`config.mk`:
```
export PLATFORM = sky130hd
export DESIGN_NAME = dsp_mac_sequencer
export DESIGN_NICKNAME = d
export VERILOG_FILES = /design/src/rtl/dsp_pkg.sv /design/src/rtl/dsp_tag_pipe.sv /design/src/rtl/dsp_mac_sequencer.sv
export SDC_FILE = /design/constraint.sdc
export NUM_CORES = 1
export LEC_CHECK = 0
export CORE_MARGIN = 4
export CORE_UTILIZATION = 40
export DETAILED_ROUTE_END_ITERATION = 12
export PLACE_DENSITY = 0.73
export SYNTH_ARGS = -nofsm -noshare
export SYNTH_HDL_FRONTEND = slang
export SYNTH_HIERARCHICAL = 1
export SYNTH_SLANG_ARGS = --single-unit
```
`constraint.sdc`:
```
create_clock -name CLK -period 2.7 [get_ports CLK]
set_input_delay 0.675 -clock CLK [delete_from_list [all_inputs] [get_ports CLK]]
set_output_delay 0.675 -clock CLK [all_outputs]
set_load 0.02 [all_outputs]
```
`src/rtl/dsp_pkg.sv`:
```
// -----------------------------------------------------------------------------
// dsp_pkg
// Shared definitions for the MAC sequencer and its tag pipeline:
//   - FSM state encoding
//   - DSP slice OPMODE constants (multiply-clear / multiply-accumulate)
//   - DSP datapath widths (18x18 -> 36-bit product, 48-bit accumulator)
//   - per-operand tag that travels alongside the multiplier pipeline
// -----------------------------------------------------------------------------
package dsp_pkg;

   localparam int A_W = 18;
   localparam int B_W = 18;
   localparam int M_W = 36;
   localparam int P_W = 48;

   // X=M, Z=0 : P <= M        (first product of a job)
   localparam logic [7:0] OPM_MUL_CLR = 8'h01;
   // X=M, Z=P : P <= P + M    (every later product)
   localparam logic [7:0] OPM_MUL_ACC = 8'h09;

   typedef enum logic [1:0] {
      ST_IDLE  = 2'd0,
      ST_FEED  = 2'd1,
      ST_DRAIN = 2'd2,
      ST_DONE  = 2'd3
   } state_e;

   typedef struct packed {
      logic valid;
      logic first;
   } tag_t;

   localparam int TAG_W = $bits(tag_t);

   // Slice opcode for a product that is about to reach the post-adder.
   function automatic logic [7:0] opmode_for(input logic first);
      return first ? OPM_MUL_CLR : OPM_MUL_ACC;
   endfunction

endpackage

```
`src/rtl/dsp_tag_pipe.sv`:
```
// -----------------------------------------------------------------------------
// dsp_tag_pipe
// Fixed-depth shift register that carries a small tag in lock-step with the
// DSP slice multiplier pipeline.
// Ports:
//   clk_i   in   clock
//   rst_ni  in   asynchronous active-low reset (clears every stage)
//   adv_i   in   shift enable
//   tag_i   in   TAG_W tag entering stage 0
//   tag_o   out  TAG_W tag leaving the last stage
// -----------------------------------------------------------------------------
module dsp_tag_pipe #(
   parameter int DEPTH = 3,
   parameter int TAG_W = 2
) (
   input  logic             clk_i,
   input  logic             rst_ni,
   input  logic             adv_i,
   input  logic [TAG_W-1:0] tag_i,
   output logic [TAG_W-1:0] tag_o
);

   logic [TAG_W-1:0] stage_q [DEPTH];

   // Shift stages when enabled; reset empties the whole pipe.
   always_ff @(posedge clk_i or negedge rst_ni) begin
      if (!rst_ni) begin
         for (int i = 0; i < DEPTH; i++) begin
            stage_q[i] <= {TAG_W{1'b0}};
         end
      end else if (adv_i) begin
         stage_q[0] <= tag_i;
         for (int i = 1; i < DEPTH; i++) begin
            stage_q[i] <= stage_q[i-1];
         end
      end
   end

   assign tag_o = stage_q[DEPTH-1];

endmodule

```
`src/rtl/dsp_mac_sequencer.sv`:
```
// -----------------------------------------------------------------------------
// dsp_mac_sequencer
// Drives an external DSP slice to compute a signed dot product of `len`
// operand pairs. Operands stream in through a valid/ready handshake, are
// issued to the slice, and a tag pipeline matched to the multiplier latency
// decides when the post-adder loads (first product) or accumulates. The
// final P value is returned on a valid/ready result port.
// Ports:
//   CLK, RST_N                 clock, asynchronous active-low reset
//   start, len                 job launch and pair count (sampled in IDLE)
//   busy                       job in progress until result handshake
//   op_valid/op_ready/op_a/b   operand-pair stream
//   dsp_A, dsp_B               operands to the slice
//   dsp_OPMODE, dsp_CE*        slice control
//   dsp_P                      slice accumulator output
//   res_valid/res_ready/data   result handshake
// All outputs are registered.
// -----------------------------------------------------------------------------
module dsp_mac_sequencer
   import dsp_pkg::*;
#(
   parameter int M_LAT = 3,
   parameter int LEN_W = 8
) (
   input  logic             CLK,
   input  logic             RST_N,
   input  logic             start,
   input  logic [LEN_W-1:0] len,
   output logic             busy,
   input  logic             op_valid,
   output logic             op_ready,
   input  logic [A_W-1:0]   op_a,
   input  logic [B_W-1:0]   op_b,
   output logic [A_W-1:0]   dsp_A,
   output logic [B_W-1:0]   dsp_B,
   output logic [7:0]       dsp_OPMODE,
   output logic             dsp_CEA,
   output logic             dsp_CEB,
   output logic             dsp_CEM,
   output logic             dsp_CEP,
   input  logic [P_W-1:0]   dsp_P,
   output logic             res_valid,
   input  logic             res_ready,
   output logic [P_W-1:0]   res_data
);

   state_e           state_q,     state_d;
   logic [LEN_W-1:0] len_q,       len_d;
   logic [LEN_W-1:0] iss_cnt_q,   iss_cnt_d;
   logic [LEN_W-1:0] acc_cnt_q,   acc_cnt_d;
   logic             wait_q,      wait_d;
   logic [A_W-1:0]   dsp_a_q,     dsp_a_d;
   logic [B_W-1:0]   dsp_b_q,     dsp_b_d;
   logic             ce_q,        ce_d;
   logic             cep_q,       cep_d;
   logic [7:0]       opmode_q,    opmode_d;
   logic             op_ready_q,  op_ready_d;
   logic             busy_q,      busy_d;
   logic             res_valid_q, res_valid_d;
   logic [P_W-1:0]   res_data_q,  res_data_d;

   logic             adv_s;
   logic             accept_s;
   tag_t             tag_in_s;
   tag_t             tag_out_s;
   logic [TAG_W-1:0] tag_out_raw_s;

   // The slice pipeline and the tag pipe only move while a job is in flight.
   assign adv_s    = (state_q == ST_FEED) || (state_q == ST_DRAIN);
   // op_ready_q can only be high in FEED, so no extra state qualifier needed.
   assign accept_s = op_valid & op_ready_q;

   assign tag_in_s.valid = accept_s;
   assign tag_in_s.first = accept_s && (iss_cnt_q == {LEN_W{1'b0}});
   assign tag_out_s      = tag_t'(tag_out_raw_s);

   // The tag leaves the pipe one cycle before its product reaches the
   // post-adder; the registered CEP/OPMODE below absorb that cycle.
   dsp_tag_pipe #(
      .DEPTH (M_LAT),
      .TAG_W (TAG_W)
   ) u_tag_pipe (
      .clk_i  (CLK),
      .rst_ni (RST_N),
      .adv_i  (adv_s),
      .tag_i  (tag_in_s),
      .tag_o  (tag_out_raw_s)
   );

   // Next-state and next-output computation for the job sequencer.
   always_comb begin
      state_d    = state_q;
      len_d      = len_q;
      iss_cnt_d  = iss_cnt_q;
      acc_cnt_d  = acc_cnt_q;
      wait_d     = wait_q;
      res_data_d = res_data_q;

      dsp_a_d = accept_s ? op_a : {A_W{1'b0}};
      dsp_b_d = accept_s ? op_b : {B_W{1'b0}};

      // Bubbles keep CEP low, so P is never disturbed by them.
      cep_d    = adv_s & tag_out_s.valid;
      opmode_d = cep_d ? opmode_for(tag_out_s.first) : OPM_MUL_ACC;

      if (cep_d) begin
         acc_cnt_d = acc_cnt_q + LEN_W'(1);
      end else begin
         acc_cnt_d = acc_cnt_q;
      end

      case (state_q)
         ST_IDLE: begin
            if (start) begin
               len_d      = len;
               iss_cnt_d  = {LEN_W{1'b0}};
               acc_cnt_d  = {LEN_W{1'b0}};
               wait_d     = 1'b0;
               res_data_d = {P_W{1'b0}};
               state_d    = (len == {LEN_W{1'b0}}) ? ST_DONE : ST_FEED;
            end else begin
               state_d = ST_IDLE;
            end
         end
         ST_FEED: begin
            if (accept_s) begin
               iss_cnt_d = iss_cnt_q + LEN_W'(1);
               state_d   = (iss_cnt_q + LEN_W'(1) == len_q) ? ST_DRAIN : ST_FEED;
            end else begin
               state_d = ST_FEED;
            end
         end
         ST_DRAIN: begin
            // Once the last product has its CEP cycle, wait one more cycle
            // so dsp_P holds the final sum before capturing it.
            if (wait_q) begin
               res_data_d = dsp_P;
               wait_d     = 1'b0;
               state_d    = ST_DONE;
            end else if (acc_cnt_q == len_q) begin
               wait_d = 1'b1;
            end else begin
               wait_d = 1'b0;
            end
         end
         ST_DONE: begin
            if (res_ready) begin
               state_d = ST_IDLE;
            end else begin
               state_d = ST_DONE;
            end
         end
         default: begin
            state_d = ST_IDLE;
         end
      endcase

      op_ready_d  = (state_d == ST_FEED) && (iss_cnt_d < len_d);
      ce_d        = (state_d == ST_FEED) || (state_d == ST_DRAIN);
      busy_d      = (state_d != ST_IDLE);
      res_valid_d = (state_d == ST_DONE);
   end

   // State and output registers; reset abandons any job in flight.
   always_ff @(posedge CLK or negedge RST_N) begin
      if (!RST_N) begin
         state_q     <= ST_IDLE;
         len_q       <= {LEN_W{1'b0}};
         iss_cnt_q   <= {LEN_W{1'b0}};
         acc_cnt_q   <= {LEN_W{1'b0}};
         wait_q      <= 1'b0;
         dsp_a_q     <= {A_W{1'b0}};
         dsp_b_q     <= {B_W{1'b0}};
         ce_q        <= 1'b0;
         cep_q       <= 1'b0;
         opmode_q    <= 8'h00;
         op_ready_q  <= 1'b0;
         busy_q      <= 1'b0;
         res_valid_q <= 1'b0;
         res_data_q  <= {P_W{1'b0}};
      end else begin
         state_q     <= state_d;
         len_q       <= len_d;
         iss_cnt_q   <= iss_cnt_d;
         acc_cnt_q   <= acc_cnt_d;
         wait_q      <= wait_d;
         dsp_a_q     <= dsp_a_d;
         dsp_b_q     <= dsp_b_d;
         ce_q        <= ce_d;
         cep_q       <= cep_d;
         opmode_q    <= opmode_d;
         op_ready_q  <= op_ready_d;
         busy_q      <= busy_d;
         res_valid_q <= res_valid_d;
         res_data_q  <= res_data_d;
      end
   end

   assign busy       = busy_q;
   assign op_ready   = op_ready_q;
   assign dsp_A      = dsp_a_q;
   assign dsp_B      = dsp_b_q;
   assign dsp_OPMODE = opmode_q;
   assign dsp_CEA    = ce_q;
   assign dsp_CEB    = ce_q;
   assign dsp_CEM    = ce_q;
   assign dsp_CEP    = cep_q;
   assign res_valid  = res_valid_q;
   assign res_data   = res_data_q;

endmodule

```
[Word level (Yosys, flattened, before mapping)]
Index checks and enable logic that the tools add are counted.
Storage, ports and cells
  flip-flop bits (word level): 126
  bits in latches: 0
  RAM bits: 0
  bits in read-only memories: 0
  bits of input ports: 97
  output and inout port bits: 99
  word-level logic and storage cells: 69
  memories: 0
Cells by class
  add/sub/neg operators: 2
  multiply operators: 0
  div/mod/pow operators: 0
  order comparisons: 1
  equal/unequal tests: 10
  shift operators: 0
  mux-type cells: 26
  bitwise logic cells: 2
  reduce and logical (&&, ||, !) cells: 11
Operators with widths (number)
  $mux 48: 2
  $pmux 48 s2: 1
  $mux 8: 7
  $mux 18: 2
  $add 8x1->8 const B: 2
  $eq 8x8->1: 2
  $logic_not 8->1: 2
  $pmux 8 s2: 1
  $mux 2: 6
  $eq 2x2->1 const B: 4
  $lt 8x8->1: 1
  $mux 4: 2
  $pmux 2 s4: 1
  $eq 2x1->1 const B: 2
  $ne 2x2->1 const B: 2
  $reduce_bool 2->1: 2
  $mux 1: 3
  $reduce_and 3->1: 1
  $and 1x1->1: 2
  $logic_and 1x1->1: 2
  $logic_not 2->1: 1
  $logic_or 1x1->1: 2
  $pmux 1 s2: 1
  $reduce_and 2->1: 1

[Longest topological paths before layout]
  depth in word-level cells: 7
  mapped depth: 13
  mapped depth without buffers: 11

[By module]
Netlist, hierarchy kept.
By module, submodules not included
  dsp_mac_sequencer: times used 1, cells an instance 412, area an instance 5022.3 µm²
  dsp_tag_pipe: times used 1, cells an instance 15, area an instance 266.5 µm²

[Worst setup path before layout]
OpenSTA, ideal clock, no wires.
  path type: input to register
  from: input port op_valid
  to: register op_ready_q (netlist: op_ready)
  library setup time: 0.082 ns
  arrival: 2.383 ns
  data required time: 2.618 ns
  path slack: 0.235 ns
  cell stages on the path: 9
  path buffers: 1
  cell sequence: clkbuf_2 nand2_1 nor4_1 xor2_1 a22o_1 ha_1 and3_1 a221o_1 a31oi_1
Between the ends
  word-level cells in the longest chain between the ends: 5
  elaborated cells on any way between the ends: 8
RTL lines
  start: declaration: line dsp_mac_sequencer.sv:30  | input logic op_valid,
  $and 1x1->1: line dsp_mac_sequencer.sv:71  | assign accept_s = op_valid & op_ready_q;
  $mux 8: line dsp_mac_sequencer.sv:126  | if (accept_s) begin
  $pmux 8 s2: line dsp_mac_sequencer.sv:112  | case (state_q)
  net iss_cnt_d[7]: line dsp_mac_sequencer.sv:49  | logic [LEN_W-1:0] iss_cnt_q, iss_cnt_d;
  $lt 8x8->1: line dsp_mac_sequencer.sv:158  | op_ready_d = (state_d == ST_FEED) && (iss_cnt_d < len_d);
  $logic_and 1x1->1: line dsp_mac_sequencer.sv:158
  net op_ready_d: line dsp_mac_sequencer.sv:57  | logic op_ready_q, op_ready_d;
  end signal: assignment: line dsp_mac_sequencer.sv:192  | op_ready_q <= op_ready_d;
  end: declaration: line dsp_mac_sequencer.sv:57
The timed path passes the listed nets, and every way through them passes these cells.
A chain may end at the register's enable or synchronous reset.

[Final worst setup path]
  from: register state_q[0]
  to: register op_ready_q (netlist: op_ready)
Between the ends
  word-level cells in the longest chain between the ends: 4
  elaborated cells on any way between the ends: 11
RTL lines
  start: declaration: line dsp_mac_sequencer.sv:47  | state_e state_q, state_d;
  start signal: assignment: line dsp_mac_sequencer.sv:182  | state_q <= state_d;
  $eq 2x1->1, or another cell as far along: line dsp_mac_sequencer.sv:112
  $pmux 8 s2, or another cell as far along: line dsp_mac_sequencer.sv:112
  $lt 8x8->1 or $eq 2x1->1 (tied branches): line dsp_mac_sequencer.sv:158
  $logic_and 1x1->1 (*): line dsp_mac_sequencer.sv:158
  net op_ready_d: line dsp_mac_sequencer.sv:57
The timed path passes the listed nets; every way through them passes the cells marked *.

==> results.sh <==
export IMPL_ys_seq_area_share_pct=58.7
export IMPL_yosys_warnings=6
export IMPL_worstSkewPairLatency_ps=400
export IMPL_area_growth_pct=52.3
export IMPL_multi_input_area_mm2=0.00196
export IMPL_ios=196
export IMPL_yosysTopAreaCellShare_pct=58.7
export IMPL_switchingPower_mw=0.868
export IMPL_place_detailed_hpwl_mm=10.3
export IMPL_arrival_ps=2810
export IMPL_grt_busiest_layer="met2"
export IMPL_p_sw_share_pct=20.0
export IMPL_maxCapViolCount=0
export IMPL_drive_above_1_share_pct=11.2
export IMPL_pwr_share_seq_pct=43.0
export IMPL_total_leakage_power_nw=3.78
export IMPL_worst_pin_slew_ps=614
export IMPL_slew_headroom_pct=59.0
export IMPL_crit_fanout=9
export IMPL_finalPower_mw=4.33
export IMPL_drt_iter0_markers=262
export IMPL_firstDrtPassIters=5
export IMPL_critPathTopFamily="compound AO/OA/AOI/OAI gates"
export IMPL_r2r_cells=9
export IMPL_pwr_share_comb_pct=4.8
export IMPL_powerDensity_mw_per_mm2=538
export IMPL_internal_power_mw=3.46
export IMPL_synth_edff_count=0
export IMPL_final_max_slew_viol_count=0
export IMPL_r2r_slack_ps=200
export IMPL_grt_pass1_vias=4201
export IMPL_cts_hold_repair_buffers=0
export IMPL_avgSynthCellArea_um2=12.4
export IMPL_peakVddDrop_mv=0.459
export IMPL_met1_usage_pct=23.6
export IMPL_fmax_mhz=401
export IMPL_seq_area_mm2=0.00310
export IMPL_dieArea_mm2=0.0151
export IMPL_synthArstFlopShare_pct=100
export IMPL_whs_ps=282
export IMPL_grt_usage_pct=18.8
export IMPL_die_h_um=123
export IMPL_fin_skew_ps=8.57
export IMPL_synth_cells=427
export IMPL_cts_sinks=124
export IMPL_nNetsFinal=744
export IMPL_synth_distinct_cells=47
export IMPL_finalHoldViolations=0
export IMPL_pwr_share_clk_pct=52.3
export IMPL_required_ps=3020
export IMPL_slowest_delay_ps=400
export IMPL_cts_root_buffer="clkbuf_16"
export IMPL_die_x_um=123
export IMPL_start_kind="register"
export IMPL_cts_tree="done"
export IMPL_antenna_cells=0
export IMPL_routedWlPerCell_um=17.2
export IMPL_grt_use_met2_pct=30.8
export IMPL_grt_overflow=0
export IMPL_postRouteWirelength_mm=14.1
export IMPL_start_util_pct=41.4
export IMPL_status="finished, final reports clean"
export IMPL_globalplace_congestion=0.833
export IMPL_route_vias_total=4079
export IMPL_critPathSlowestCell="dfrtp_1"
export IMPL_rsz0062_at_grt="false"
export IMPL_grt_max_degree=50
export IMPL_ys_ff_latch=124
export IMPL_synthTopCellsByCount="dfrtp_1, a22o_1, and3_1, nand2_1"
export IMPL_grt_pass1_wl_mm=21.9
export IMPL_via_per_inst=5.00
export IMPL_setup_violations_final=0
export IMPL_netlist_area_mm2=0.00529
export IMPL_r2r_start="state_q[0]"
export IMPL_cts_buffers=17
export IMPL_cts_htree_levels=4
export IMPL_synth_area_leaders="dfrtp_1, a22o_1, and3_1, ha_1, xor2_1"
export IMPL_synth_most_common_cell="dfrtp_1"
export IMPL_core_mm2=0.0128
export IMPL_synth_top_cell_by_area="dfrtp_1"
export IMPL_fillCellCount=958
export IMPL_drc=0
export IMPL_post_route_period_util_pct=92.4
export IMPL_ant_nets=0
export IMPL_path_cells="inv_1 -> ha_2 -> and2_1 -> buf_4 -> mux2i_1 -> ha_1 -> a21o_1 -> a221o_1 -> a31oi_1"
export IMPL_cp_end_kind="register"
export IMPL_startpoint="state_q[0]"
export IMPL_hp_class="in2async"
export IMPL_cts_buffer_depth=2
export IMPL_synth_ff_type="dfrtp_1"
export IMPL_met3_usage_pct=4.67
export IMPL_period_minus_slack_ps=2500
export IMPL_crit_buf_inv=2
export IMPL_rows=41
export IMPL_antenna_found_initial=0
export IMPL_portBuffers=189
export IMPL_r2r_end="op_ready"
export IMPL_critPathKind="reg2reg"
export IMPL_clk_pin_slew_worst_paths_ps=60
cell type report:
class	instances	share of cell area, %
sequential	124	38.5
timing repair buffer	217	26.5
multi-input combinational	256	24.3
clock buffer	21	5.59
tap	172	2.67
clock inverter	11	1.77
inverter	14	0.653
repair_timing:
action / CTS / global route
endpoints found under the hold margin: 0 / 0
buffers inserted: 0 / 0
gates resized for setup: 1 / 4
cloned: 0 / 0
endpoints found under the setup margin: 1 / 1
cells in the final DEF, fill, tap and decap left out, types with 5 or more instances in the layout:
master and n:
clkdlybuf4s50_1 187, dfrtp_1 123, a22o_1 54, and3_1 40, buf_4 26, nand2_1 19
xor2_1 17, clkbuf_16 17, ha_1 16, nor2_1 15, xnor2_1 13, inv_1 13
mux2i_1 8, nand2b_1 7, conb_1 7, nand3_1 6, mux2_4 6, o21ai_0 5
how the worst max path moves through the flow:
stage,end,cells past startpoint
floorplan,op_ready,9
global placement,op_ready,12
detailed placement,op_ready,10
CTS,op_ready,9
global route,op_ready,9
finish,op_ready,9
metal layers:
layer,vias to the layer above,routed length (um),share of wire [%]
li1,1908,-,-
met1,1973,5580,40
met2,171,6870,49
met3,27,1210,8.6
met4,0,391,2.8
met5,-,0,0
worst register-to-register path: cells and delay by family (launching register included):
| kind | cells | cell delay, ps |
|---|---|---|
| adder cells (fa/ha/maj) | 2 | 560 |
| multiplexers | 1 | 300 |
| buffers and inverters | 2 | 270 |
| AO/OA/AOI/OAI | 3 | 660 |
| AND/OR/NAND/NOR | 1 | 230 |
| flip-flops | 1 | 400 |
stage by stage:
step / util, % / worst slack, ps / cells / cell area (um2) / setup TNS [ps]
final: 63.0 / 204 / 815 / 8050 / 0
after global routing: 63.0 / 21.1 / 815 / 8050 / 0
after CTS: 63.0 / 136 / 815 / 8050 / 0
after detailed placement: 58.4 / -492 / 783 / 7460 / -1360
after global placement: 58.4 / -429 / 783 / 7460 / -986
after floorplan: - / 235 / 432 / 5310 / 0
logic make-up after synthesis:
logic type,synth area share [%]
other cells,0.142
mux,3.22
compound gates,12.8
buf+inv,4.75
fa+ha+maj,4.02
flops,58.7
xor+xnor,4.97
simple gates,11.4
state kept, by name, indices dropped and copies added, names as in the netlist, 2 cells and up:
signal	flops
res_data	48
acc_cnt_q	8
dsp_A	18
u_tag_pipe/tag_o	2
dsp_OPMODE	2
u_tag_pipe/stage_q	4
dsp_B	18
iss_cnt_q	8
state_q	2
len_q	8
power groups by stage:
stage               sequential (mW)  clock [mW]  combinational [mW]
floorplan                      1.89           0              0.0210
global placement               1.89           0               0.207
detailed placement             1.89           0               0.209
CTS                            1.86        2.31               0.211
global route                   1.86        2.39               0.223
finish                         1.86        2.26               0.206
No activity file was read; power rests on OpenSTA's default activity.
